--- src/rtl/noc_axis_pkg.sv ---
// Shared AXI-Stream types for the NoC router datapath.
package noc_axis_pkg;

  localparam int unsigned AXIS_TDATA_W = 40;
  localparam int unsigned AXIS_TID_W   = 4;

  // TID value that marks the first (routing-header) beat of a packet.
  localparam logic [AXIS_TID_W-1:0] ROUTING_HEADER = 4'hA;

  typedef struct packed {
    logic                    tvalid;
    logic [AXIS_TDATA_W-1:0] tdata;
    logic [AXIS_TID_W-1:0]   tid;
    logic                    tlast;
  } axis_mosi_t;

  typedef struct packed {
    logic tready;
  } axis_miso_t;

endpackage

--- src/rtl/axis_skid_buffer.sv ---
// Two-entry skid buffer: registered valid/data, full throughput, ready
// toward the source depends only on local state.
// Compiled only when PACKET_ARBITER_OUTPUT_REG_EN is defined, since the
// arbiter is its sole user.
`ifdef PACKET_ARBITER_OUTPUT_REG_EN
module axis_skid_buffer #(
  parameter type data_t = logic
) (
  input  logic  clk_i,
  input  logic  rst_i,
  input  logic  in_valid_i,
  input  data_t in_data_i,
  output logic  in_ready_o,
  output logic  out_valid_o,
  output data_t out_data_o,
  input  logic  out_ready_i
);

  logic  out_valid_q;
  data_t out_data_q;
  logic  skid_valid_q;
  data_t skid_data_q;

  // Ready only while the spill slot is empty, so no combinational path from out_ready_i.
  assign in_ready_o  = !skid_valid_q;
  assign out_valid_o = out_valid_q;
  assign out_data_o  = out_data_q;

  // Output register refills from the spill slot first, else from the input.
  always_ff @(posedge clk_i or posedge rst_i) begin
    if (rst_i) begin
      out_valid_q  <= 1'b0;
      out_data_q   <= '0;
      skid_valid_q <= 1'b0;
      skid_data_q  <= '0;
    end else if (out_ready_i || !out_valid_q) begin
      if (skid_valid_q) begin
        out_valid_q  <= 1'b1;
        out_data_q   <= skid_data_q;
        skid_valid_q <= 1'b0;
      end else begin
        out_valid_q <= in_valid_i;
        out_data_q  <= in_data_i;
      end
    end else if (in_valid_i && !skid_valid_q) begin
      skid_valid_q <= 1'b1;
      skid_data_q  <= in_data_i;
    end
  end

endmodule
`endif

--- src/rtl/packet_arbiter_rr.sv ---
// Round-robin packet merge: locks one input from header beat to TLAST so
// packets never interleave on the output link.
// Option: PACKET_ARBITER_OUTPUT_REG_EN inserts axis_skid_buffer on the output.
module packet_arbiter_rr
  import noc_axis_pkg::*;
#(
  parameter int unsigned AXIS_DATA_WIDTH      = AXIS_TDATA_W,
  parameter int unsigned ID_WIDTH             = AXIS_TID_W,
  parameter int unsigned CHANNEL_NUMBER       = 5,
  parameter int unsigned CHANNEL_NUMBER_WIDTH = $clog2(CHANNEL_NUMBER)
) (
  input  logic                            clk_i,
  input  logic                            rst_i,
  input  axis_mosi_t                      in_mosi_i [CHANNEL_NUMBER],
  output axis_miso_t                      in_miso_o [CHANNEL_NUMBER],
  output axis_mosi_t                      out_mosi_o,
  input  axis_miso_t                      out_miso_i,
  output logic [CHANNEL_NUMBER_WIDTH-1:0] current_grant_o,
  output logic                            grant_valid_o,
  output logic                            proto_err_o
);

  localparam logic [0:0] StIdle   = 1'b0;
  localparam logic [0:0] StLocked = 1'b1;

  localparam logic [CHANNEL_NUMBER_WIDTH-1:0] LastCh = CHANNEL_NUMBER_WIDTH'(CHANNEL_NUMBER - 1);

  // The struct widths live in the package; the parameters exist for legacy
  // callers and must agree with it.
  if (AXIS_DATA_WIDTH != AXIS_TDATA_W || ID_WIDTH != AXIS_TID_W || CHANNEL_NUMBER < 2 ||
      CHANNEL_NUMBER_WIDTH < $clog2(CHANNEL_NUMBER)) begin : g_bad_params
    $error("packet_arbiter_rr: parameters inconsistent with noc_axis_pkg");
  end

  // First requester at or after ptr, wrapping modulo CHANNEL_NUMBER.
  function automatic logic [CHANNEL_NUMBER_WIDTH-1:0] rr_pick(
    input logic [CHANNEL_NUMBER-1:0]       req,
    input logic [CHANNEL_NUMBER_WIDTH-1:0] ptr
  );
    logic [CHANNEL_NUMBER_WIDTH-1:0] pick;
    logic [CHANNEL_NUMBER_WIDTH-1:0] cand;
    logic                            found;
    pick  = ptr;
    found = 1'b0;
    for (int unsigned i = 0; i < CHANNEL_NUMBER; i++) begin
      cand = CHANNEL_NUMBER_WIDTH'((32'(ptr) + i) % CHANNEL_NUMBER);
      if (!found && req[cand]) begin
        found = 1'b1;
        pick  = cand;
      end
    end
    return pick;
  endfunction

  logic [0:0]                      state_q, state_d;
  logic [CHANNEL_NUMBER_WIDTH-1:0] grant_q, grant_d;
  logic [CHANNEL_NUMBER_WIDTH-1:0] rr_ptr_q, rr_ptr_d;
  logic                            proto_err_q, proto_err_d;

  logic [CHANNEL_NUMBER-1:0] req;
  logic [CHANNEL_NUMBER-1:0] bad_beat;
  axis_mosi_t                mux_mosi;
  logic                      mux_tready;
  logic                      locked;
  logic                      last_accept;

  assign locked = (state_q == StLocked);

  for (genvar g = 0; g < CHANNEL_NUMBER; g++) begin : g_ch
    assign req[g]      = in_mosi_i[g].tvalid && (in_mosi_i[g].tid == ROUTING_HEADER);
    assign bad_beat[g] = in_mosi_i[g].tvalid && (in_mosi_i[g].tid != ROUTING_HEADER);
    assign in_miso_o[g] = axis_miso_t'{
      tready: locked && (grant_q == CHANNEL_NUMBER_WIDTH'(g)) && mux_tready
    };
  end

  // Forward only the locked input; output is all-zero while idle.
  always_comb begin
    mux_mosi = '0;
    if (locked) begin
      mux_mosi = in_mosi_i[grant_q];
    end
  end

  assign last_accept = locked && mux_mosi.tvalid && mux_tready && mux_mosi.tlast;

`ifdef PACKET_ARBITER_OUTPUT_REG_EN
  logic       skid_valid;
  axis_mosi_t skid_data;

  axis_skid_buffer #(
    .data_t(axis_mosi_t)
  ) u_skid (
    .clk_i      (clk_i),
    .rst_i      (rst_i),
    .in_valid_i (mux_mosi.tvalid),
    .in_data_i  (mux_mosi),
    .in_ready_o (mux_tready),
    .out_valid_o(skid_valid),
    .out_data_o (skid_data),
    .out_ready_i(out_miso_i.tready)
  );

  assign out_mosi_o = skid_valid ? skid_data : '0;
`else
  assign mux_tready = out_miso_i.tready;
  assign out_mosi_o = mux_mosi;
`endif

  // Arbitrate in idle, release the lock and advance the pointer on TLAST acceptance.
  always_comb begin
    state_d     = state_q;
    grant_d     = grant_q;
    rr_ptr_d    = rr_ptr_q;
    proto_err_d = proto_err_q | ((state_q == StIdle) && (|bad_beat));
    case (state_q)
      StIdle: begin
        if (|req) begin
          state_d = StLocked;
          grant_d = rr_pick(req, rr_ptr_q);
        end
      end
      StLocked: begin
        if (last_accept) begin
          state_d  = StIdle;
          rr_ptr_d = (grant_q == LastCh) ? '0 : grant_q + CHANNEL_NUMBER_WIDTH'(1);
        end
      end
      default: state_d = StIdle;
    endcase
  end

  // State registers; reset drops any lock in progress.
  always_ff @(posedge clk_i or posedge rst_i) begin
    if (rst_i) begin
      state_q     <= StIdle;
      grant_q     <= '0;
      rr_ptr_q    <= '0;
      proto_err_q <= 1'b0;
    end else begin
      state_q     <= state_d;
      grant_q     <= grant_d;
      rr_ptr_q    <= rr_ptr_d;
      proto_err_q <= proto_err_d;
    end
  end

  assign current_grant_o = grant_q;
  assign grant_valid_o   = locked;
  assign proto_err_o     = proto_err_q;

endmodule

--- config.mk ---
export PLATFORM = sky130hd
export DESIGN_NAME = packet_arbiter_rr
export DESIGN_NICKNAME = d
export VERILOG_FILES = /design/src/rtl/noc_axis_pkg.sv /design/src/rtl/axis_skid_buffer.sv /design/src/rtl/packet_arbiter_rr.sv
export SDC_FILE = /design/constraint.sdc
export NUM_CORES = 1
export LEC_CHECK = 0
export CORE_AREA = 2 2 113 115
export CTS_BUF_LIST = sky130_fd_sc_hd__clkbuf_4
export DETAILED_ROUTE_END_ITERATION = 12
export DIE_AREA = 0 0 115 117
export PLACE_DENSITY = 0.74
export SLEW_MARGIN = 20
export SYNTH_ARGS = -nofsm -noshare
export SYNTH_HDL_FRONTEND = slang
export SYNTH_SLANG_ARGS = --single-unit
--- constraint.sdc ---
create_clock -name clk_i -period 5.6 [get_ports clk_i]
set_clock_uncertainty 0.2 [all_clocks]
set_input_delay 1.12 -clock clk_i [delete_from_list [all_inputs] [get_ports clk_i]]
set_output_delay 1.12 -clock clk_i [all_outputs]
set_load 0.03 [all_outputs]
==> flow_metrics.tcl, run 1 <==
set metrics [dict create \
    status "complete, no violations" \
    vias 4640 \
    worstHoldPathType "flop to flop" \
    vias_per_cell 5.61 \
    cts_sinks 8 \
    maxCapViolCount 0 \
    powerDensity_nw_per_um2 501 \
    numCtsBuffers 3 \
    total_power_uw 3370 \
    die-area_um2 13500 \
    synth_top_family_by_area "multiplexers" \
    io_pins 289 \
    syn_inst 410 \
    clkSlewWorstSetupHoldPaths_ns 0.07 \
    ctsHoldBuffers 0 \
    cts_tree "done" \
    firstDrtPassIters 5 \
    grt_antenna_before_repair 0 \
    fin_crit_sh_pct 83.8 \
    synth_common_cells "nor2b_1, mux4_2, a22oi_1" \
    detail-route-antenna-nets 0 \
    worstPathRequired_ns 5.55 \
    stdcell_count 827 \
    drive_gt1_share_pct 11.4 \
    synthMuxAreaShare_pct 33.2 \
    synthArstFlopShare_pct 100 \
    dp_hpwl_mm 14.7 \
    syn_nets 666 \
    yosysSeqAreaShare_pct 5.41 \
    root_buffer "clkbuf_4" \
    routedWlPerCell_um 21.6 \
    cp-end-kind "flop" \
    grt_setup_unrepaired "false" \
    grt_overflow 0 \
    yosysMostFrequentCell "nor2b_1" \
    timing.fmax_mhz 213 \
    synthTopCellsByArea "mux4_2, a22oi_1, nor2b_1" \
    clock_latency_ns 0.28 \
    setup_viol 0 \
    grt_use_total_pct 24.4 \
    coreArea_um2 12300 \
    drt_iter0_markers 334 \
    grt_pass1_wl_mm 25.6 \
    num_rows 41 \
    num-nets-final 933 \
    finalSetupTns_ns 0 \
    synth_fa_ha_area_share_pct 7.78 \
    grt_pass1_vias 4484 \
    yosysTopAreaCellShare_pct 28.6 \
    io_buffers 288 \
    critPathKind "flop to flop" \
    synthSimpleGateAreaFrac_pct 22.9 \
    syn_area_um2 3700 \
    synth-edff-count 0 \
    synth_flop_cell "dfrtp_1" \
    critPathMaxFanout 15 \
    cts_max_path_buffers 2 \
    synthXorXnorAreaFrac_pct 2.81 \
    cts_setup_buffers 0 \
    h-tree-depth 1 \
    place_congestion 0.952 \
    hold_viol_final 0 \
    synth.distinct_cells 68 \
    syn_area_per_cell_um2 9.02 \
    die_h_um 117 \
    grt_max_degree 54 \
    cts-resized-gates 0 \
    n_fill_cell 1141 \
    drc 0 \
    dp.cells 822 \
    timing.hold.ws_ns 0.284 \
    drv_slew 0 \
    arrival_ns 4.65 \
    yosys_warnings 0 \
    syn_to_final_growth_pct 81.6 \
    tightest_slew_ns 0.967 \
    p_leak_uw 0.00251 \
    ir_drop_mv 0.297 \
    start_util_pct 30.0 \
    chipWidth_um 115 \
    period_needed_ns 4.69 \
    startpoint_type "flop" \
    ys_ff_latch 8 \
    wirelength_mm 17.9 \
    yosys.area.top_type "mux4_2" \
    slew_headroom_pct 35.6 \
    synth_compound_area_share_pct 22.0 \
]
==> per-stage QoR <==
stage	area, µm²	worst slack (ns)	util, %
floorplan	3700	1.44	-
finish	6710	0.907	54.5
global route	6710	0.648	54.5
CTS	6710	1.01	54.5
global placement	6680	1.18	54.3
detailed placement	6680	1.02	54.3
==> layout by cell type, fill, tap and decap left out, drive strengths merged, types with 3 or more instances in the layout <==
master           n
a21o             4
a21oi            9
a22oi           46
a31oi            4
and2             6
and3             3
buf              6
clkbuf           4
clkdlybuf4s50  288
dfrtp            8
ha              23
inv             20
mux2             4
mux2i           12
mux4            47
nand2           29
nand2b           6
nand3            9
nor2            13
nor2b           51
nor3             7
nor3b            7
nor4bb           3
o211ai           8
o21a             3
o21ai           14
o22ai            6
xnor2            7
==> layer usage <==
layer | vias to the layer above | part of all wire [%] | track usage [%]
met5 | - | 0 | 0
met4 | 0 | 2.1 | 5.94
met3 | 24 | 7.8 | 3.71
met2 | 213 | 49 | 42.1
met1 | 2275 | 41 | 32.2
li1 | 2128 | - | -
==> path summary, 6_finish.rpt <==
| path | from | to | slack [ns] | cells past startpoint |
|---|---|---|---|---|
| max reg2reg | rr_ptr_q[0] | current_grant_o[2] | 0.91 | 18 |
| max in group asynchronous | rst_i | current_grant_o[0] | 4.01 | 2 |
| min reg2reg | proto_err_o | proto_err_o | 0.28 | 1 |
| min in group asynchronous | rst_i | grant_valid_o | 0.90 | 2 |
| max | rr_ptr_q[0] | current_grant_o[2] | 0.91 | 18 |
| min | proto_err_o | proto_err_o | 0.28 | 1 |
==> area by class of cell <==
class	instances	area (µm²)	area share [%]
multi-input cells	350	3290	48.9
clock buffers	4	30.0	0.447
flip-flops and latches	8	205	3.06
repair buffers	294	2930	43.6
inverters	20	75.1	1.12
diodes	1	2.50	0.0373
well taps	150	188	2.80
==> power by group <==
| part | internal [µW] | total, µW | switching [µW] |
|---|---|---|---|
| clock | 32.5 | 59.9 | 27.4 |
| combinational | 1420 | 3000 | 1580 |
| sequential | 81.3 | 307 | 225 |
==> flip-flops by register name, summed over array words and instances, names as in the netlist <==
| name | count |
|---|---|
| proto_err_o | 1 |
| grant_valid_o | 1 |
| rr_ptr_q | 3 |
| current_grant_o | 3 |
==> logic make-up after synthesis <==
logic type | count (synthesis)
AND/OR/NAND/NOR | 145
AO/OA/AOI/OAI | 111
multiplexers | 63
buffers and inverters | 52
adder cells (fa/ha/maj) | 23
XOR/XNOR | 8
flip-flops | 8
==> worst max-delay path, stage by stage, from the launching register on <==
cell	delay (ns)
dfrtp_1	0.74
inv_1	0.13
ha_1	0.60
inv_1	0.21
ha_1	0.29
nor3_4	0.16
nor2_2	0.09
xnor2_4	0.20
inv_2	0.09
ha_1	0.19
nand2b_1	0.15
o21a_1	0.12
o211a_1	0.21
o2111ai_1	0.37
o211ai_2	0.17
a31oi_1	0.23
nand3_1	0.15
o22ai_1	0.19
a31oi_1	0.06
Power figures use the tool's default switching activity.
==> run 2: changes to the inputs <==
Settings changed: CORE_AREA 2 2 113 115 to not set, CORE_ASPECT_RATIO set to 0.9, CORE_MARGIN set to 2, CORE_UTILIZATION set to 32, DIE_AREA 0 0 115 117 to not set, PLACE_DENSITY 0.74 to 0.81.
Clock period 5.6 ns to 4 ns, I/O delays scaled along.
==> flow_metrics.tcl, run 2 (synthesized netlist as in run 1, its figures left out) <==
set metrics [dict create \
    status "complete, no violations" \
    cp_top_family "compound AO/OA/AOI/OAI gates" \
    die-area_um2 12400 \
    cp.buffers_inverters 4 \
    cp-end-kind "flop" \
    drt_iter0_markers 376 \
    dp.cells 844 \
    num-nets-final 949 \
    cts_tree "done" \
    io_pins 289 \
    dp_hpwl_mm 17.5 \
    p_sw_uw 2950 \
    timing.fmax_mhz 259 \
    drc 0 \
    seqPwrFrac_pct 5.9 \
    detail-route-antenna-nets 0 \
    slew_headroom_pct 41.6 \
    numCtsBuffers 3 \
    cts-resized-gates 0 \
    cts_sinks 8 \
    h-tree-depth 1 \
    io_buffers 288 \
    arrival_ns 3.81 \
    p_leak_uw 0.00279 \
    ir_drop_mv 0.518 \
    chipWidth_um 117 \
    netSwitchingFraction_pct 52.3 \
    powerDensity_nw_per_um2 776 \
    mostFrequentLayoutCells "clkdlybuf4s50_1, nor2b_1, mux4_2, a22oi_1, buf_4" \
    startpoint_type "flop" \
    cpPeakStageDelay_ns 0.41 \
    grt_pass1_vias 4889 \
    worstPathRequired_ns 3.95 \
    antennaDiodeCount 0 \
    hold_viol_final 0 \
    setup_viol 0 \
    syn_to_final_growth_pct 96.4 \
    coreArea_um2 11300 \
    die_h_um 106 \
    place_area_um2 7120 \
    grt_antenna_before_repair 1 \
    stdcell_count 848 \
    clkPwrFrac_pct 1.6 \
    fin_crit_sh_pct 96.5 \
    start_util_pct 32.6 \
    wirelength_mm 20.6 \
    clkSlewWorstSetupHoldPaths_ns 0.09 \
    vias_per_cell 5.65 \
    worstHoldPathType "flop to flop" \
    timing.hold.ws_ns 0.295 \
    layout_commonest_cell "clkdlybuf4s50_1" \
    grt_overflow 0 \
    vias 4789 \
    p_int_uw 2690 \
    finalSetupTns_ns 0 \
    power_frac_comb_pct 92.5 \
    cp_common_cell "inv_1" \
    place_congestion 0.910 \
    critPathMaxFanout 4 \
    grt_setup_unrepaired "true" \
    clock_latency_ns 0.28 \
    period_needed_ns 3.86 \
    grt_pass1_wl_mm 29.7 \
    grt_use_total_pct 31.6 \
    cts_setup_buffers 0 \
    n_fill_cell 907 \
    multi_input_area_um2 3410 \
    final_cell_area_um2 7260 \
    drv_slew 0 \
    cpMaxStageDelayCell "dfrtp_1" \
    maxCapViolCount 0 \
    path_cells "inv_1, ha_2, inv_1, ha_4, inv_1, ha_1, nor3_4, nor2_2, xnor2_4, inv_2, ha_1, nand2b_1, o21a_1, o211a_1, o2111ai_4, o211ai_4, a31oi_4, nand3_2, o22ai_1, a31oi_1" \
    grt_max_degree 47 \
    root_buffer "clkbuf_4" \
    critPathKind "flop to flop" \
    num_rows 37 \
    routedWlPerCell_um 24.2 \
    drive_gt1_share_pct 22.5 \
    firstDrtPassIters 4 \
    tightest_slew_ns 0.875 \
    ff_latch_area_um2 206 \
    total_power_uw 5640 \
    ctsHoldBuffers 0 \
    cts_max_path_buffers 2 \
]
-- run 2: cell count changes in the layout (fill, tap and decap cells not counted), sizes merged --
cell	before	now
clkdlybuf4s50	288	242
diode	1	0
buf	6	68
-- run 2: layout make-up --
type | count | share of cell area (%)
multi-input cells | 350 | 47.0
repair buffers | 310 | 46.1
flip-flops and latches | 8 | 2.84
well taps | 156 | 2.69
inverters | 20 | 1.03
clock buffers | 4 | 0.413
-- run 2: stage by stage --
step                setup slack [ns]  util [%]
CTS                           0.0689      63.1
global route                 -0.0229      64.0
floorplan                     0.0205         -
detailed placement            0.0957      62.8
finish                         0.140      64.0
global placement               0.152      62.8
-- run 2: path summary, 6_finish.rpt --
path / endpoint / cells after the start / slack [ns] / start
setup / recovery: current_grant_o[1] / 20 / 0.14 / rr_ptr_q[0]
hold / removal: proto_err_o / 1 / 0.30 / proto_err_o
setup reg to reg: current_grant_o[1] / 20 / 0.14 / rr_ptr_q[0]
hold reg to reg: proto_err_o / 1 / 0.30 / proto_err_o
max in group asynchronous: current_grant_o[0] / 2 / 2.68 / rst_i
min in group asynchronous: rr_ptr_q[1] / 2 / 0.59 / rst_i
-- run 2: routing by layer --
metal  vias up  global-route usage (%)  wire length [µm]
li1       2178                       -                 -
met1      2332                    37.9              7920
met2       237                    55.3             10400
met3        40                    7.24              1420
met4         2                    12.0               843
met5         -                       0                11
-- run 2: power groups by stage --
stage,Sequential (µW),Clock (µW),Combinational [µW]
after CTS,338,88.9,5070
after global placement,334,0,5010
after floorplan,210,0,3040
after global routing,359,96.1,5480
final,335,91.0,5210
after detailed placement,340,0,5050
-- run 2: worst reg2reg max path: stages, from the launching register on --
cell,delay (ns)
dfrtp_1,0.41
inv_1,0.09
ha_2,0.18
inv_1,0.07
ha_4,0.30
inv_1,0.07
ha_1,0.22
nor3_4,0.16
nor2_2,0.09
xnor2_4,0.15
inv_2,0.08
ha_1,0.20
nand2b_1,0.18
o21a_1,0.14
o211a_1,0.25
o2111ai_4,0.23
o211ai_4,0.13
a31oi_4,0.20
nand3_2,0.12
o22ai_1,0.17
a31oi_1,0.06
==> run 3: changes to the inputs <==
Settings changed: CELL_PAD_IN_SITES_DETAIL_PLACEMENT set to 2, CELL_PAD_IN_SITES_GLOBAL_PLACEMENT set to 2, CORE_UTILIZATION 32 to 16, CTS_CLUSTER_DIAMETER set to 30, PLACE_DENSITY 0.81 to not set, PLACE_DENSITY_LB_ADDON set to 0.1.
==> flow_metrics.tcl, run 3 (synthesized netlist as in run 1, its figures left out) <==
set metrics [dict create \
    arrival_ns 3.80 \
    root_buffer "clkbuf_4" \
    post-place-ws_ns -0.121 \
    grt_max_degree 52 \
    detail-route-antenna-nets 0 \
    clkSlewWorstSetupHoldPaths_ns 0.06 \
    p_leak_uw 0.00270 \
    chipWidth_um 164 \
    worstHoldPathType "flop to flop" \
    coreArea_um2 22600 \
    critPathKind "flop to flop" \
    powerDensity_nw_per_um2 724 \
    drv_slew 0 \
    dp_hpwl_mm 19.9 \
    wirelength_mm 24.1 \
    cts_tree "done" \
    drive_gt1_share_pct 24.2 \
    setup_ws_ns 0.122 \
    hold_viol_final 0 \
    numCtsBuffers 3 \
    fin_crit_sh_pct 97.0 \
    cts_max_path_buffers 2 \
    vias 4712 \
    cpMaxStageDelayCell "or3_1" \
    cp_top_family "compound AO/OA/AOI/OAI gates" \
    syn_to_final_growth_pct 93.3 \
    io_pins 289 \
    startpoint_type "flop" \
    num_rows 52 \
    worstPathRequired_ns 3.93 \
    final_cell_area_um2 7150 \
    place_congestion 0.850 \
    timing.hold.ws_ns 0.308 \
    grt_pass1_vias 5202 \
    num-nets-final 953 \
    cp_common_cell "ha_1" \
    drt_iter0_markers 109 \
    place_area_um2 6880 \
    path_cells "buf_4, ha_1, a21o_1, xnor2_1, ha_1, nor2b_1, o21ai_2, xnor2_2, mux2i_1, or3_1, a31oi_4, nand3_4, o22ai_2, a31oi_1" \
    timing.fmax_mhz 258 \
    drc 0 \
    cp-end-kind "flop" \
    layout_commonest_cell "clkdlybuf4s50_1" \
    start_util_pct 16.4 \
    cp.buffers_inverters 1 \
    io_buffers 288 \
    cpPeakStageDelay_ns 0.41 \
    h-tree-depth 1 \
    clock_latency_ns 0.26 \
    grt_pass1_wl_mm 34.3 \
    grt_overflow 0 \
    die_h_um 148 \
    period_needed_ns 3.88 \
    n_fill_cell 2483 \
    status "complete, no violations" \
    tightest_slew_ns 0.746 \
    setup_viol 0 \
    firstDrtPassIters 6 \
    vias_per_cell 4.74 \
    slew_headroom_pct 49.6 \
    grt_use_total_pct 18.6 \
    maxCapViolCount 0 \
    grt_antenna_before_repair 3 \
    ir_drop_mv 0.265 \
    routedWlPerCell_um 24.2 \
    die-area_um2 24300 \
    critPathMaxFanout 9 \
    mostFrequentLayoutCells "clkdlybuf4s50_1, buf_4, nor2b_1, mux4_2, a22oi_1" \
    cts_sinks 8 \
]
run 3: report_power, final:
part	total, µW	switching, µW	internal, µW
logic	4800	2650	2150
clock network	69.6	34.8	34.8
registers	310	192	118
total	5180	2870	2300
run 3: layout make-up:
class	instances	area, µm²	area share, %
Inverter	20	75.1	1.05
Timing Repair Buffer	314	2980	41.7
Tap cell	297	372	5.20
Multi-Input combinational cell	350	3480	48.7
Antenna cell	3	7.51	0.105
Sequential cell	8	206	2.89
Clock buffer	3	22.5	0.315
run 3: worst paths after layout:
path / to / slack, ns / start / depth (start not counted)
min: proto_err_o / 0.31 / proto_err_o / 1
max: current_grant_o[2] / 0.12 / rr_ptr_q[1] / 14
max reg2reg: current_grant_o[2] / 0.12 / rr_ptr_q[1] / 14
max in group asynchronous: current_grant_o[0] / 2.64 / rst_i / 2
min reg2reg: proto_err_o / 0.31 / proto_err_o / 1
min in group asynchronous: rr_ptr_q[0] / 0.63 / rst_i / 2
run 3: metal layers:
| layer | up-vias | global-route usage, % | part of all wire, % |
|---|---|---|---|
| li1 | 2178 | - | - |
| met1 | 2351 | 22.7 | 40 |
| met2 | 164 | 35.0 | 53 |
| met3 | 19 | 2.79 | 5.4 |
| met4 | 0 | 2.41 | 1.3 |
| met5 | - | 0 | 0 |
run 3: through the flow:
| stage | std cells | utilization (%) | power [µW] | TNS [ns] |
|---|---|---|---|---|
| floorplan | 410 | - | 3250 | 0 |
| global placement | 982 | 30.5 | 4740 | 0 |
| detailed placement | 982 | 30.5 | 4840 | -0.279 |
| CTS | 987 | 30.7 | 4980 | 0 |
| global route | 995 | 31.7 | 5600 | -0.0988 |
| finish | 995 | 31.7 | 5180 | 0 |
run 3: repair_timing:
| action | 4_1_cts | 5_1_grt |
|---|---|---|
| pin swaps | 4 | 8 |
| endpoints found under the setup margin | 3 | 3 |
| gates cloned | 0 | 0 |
| hold buffers | 0 | 0 |
| resized for setup | 4 | 32 |
| buffers inserted | 2 | 5 |
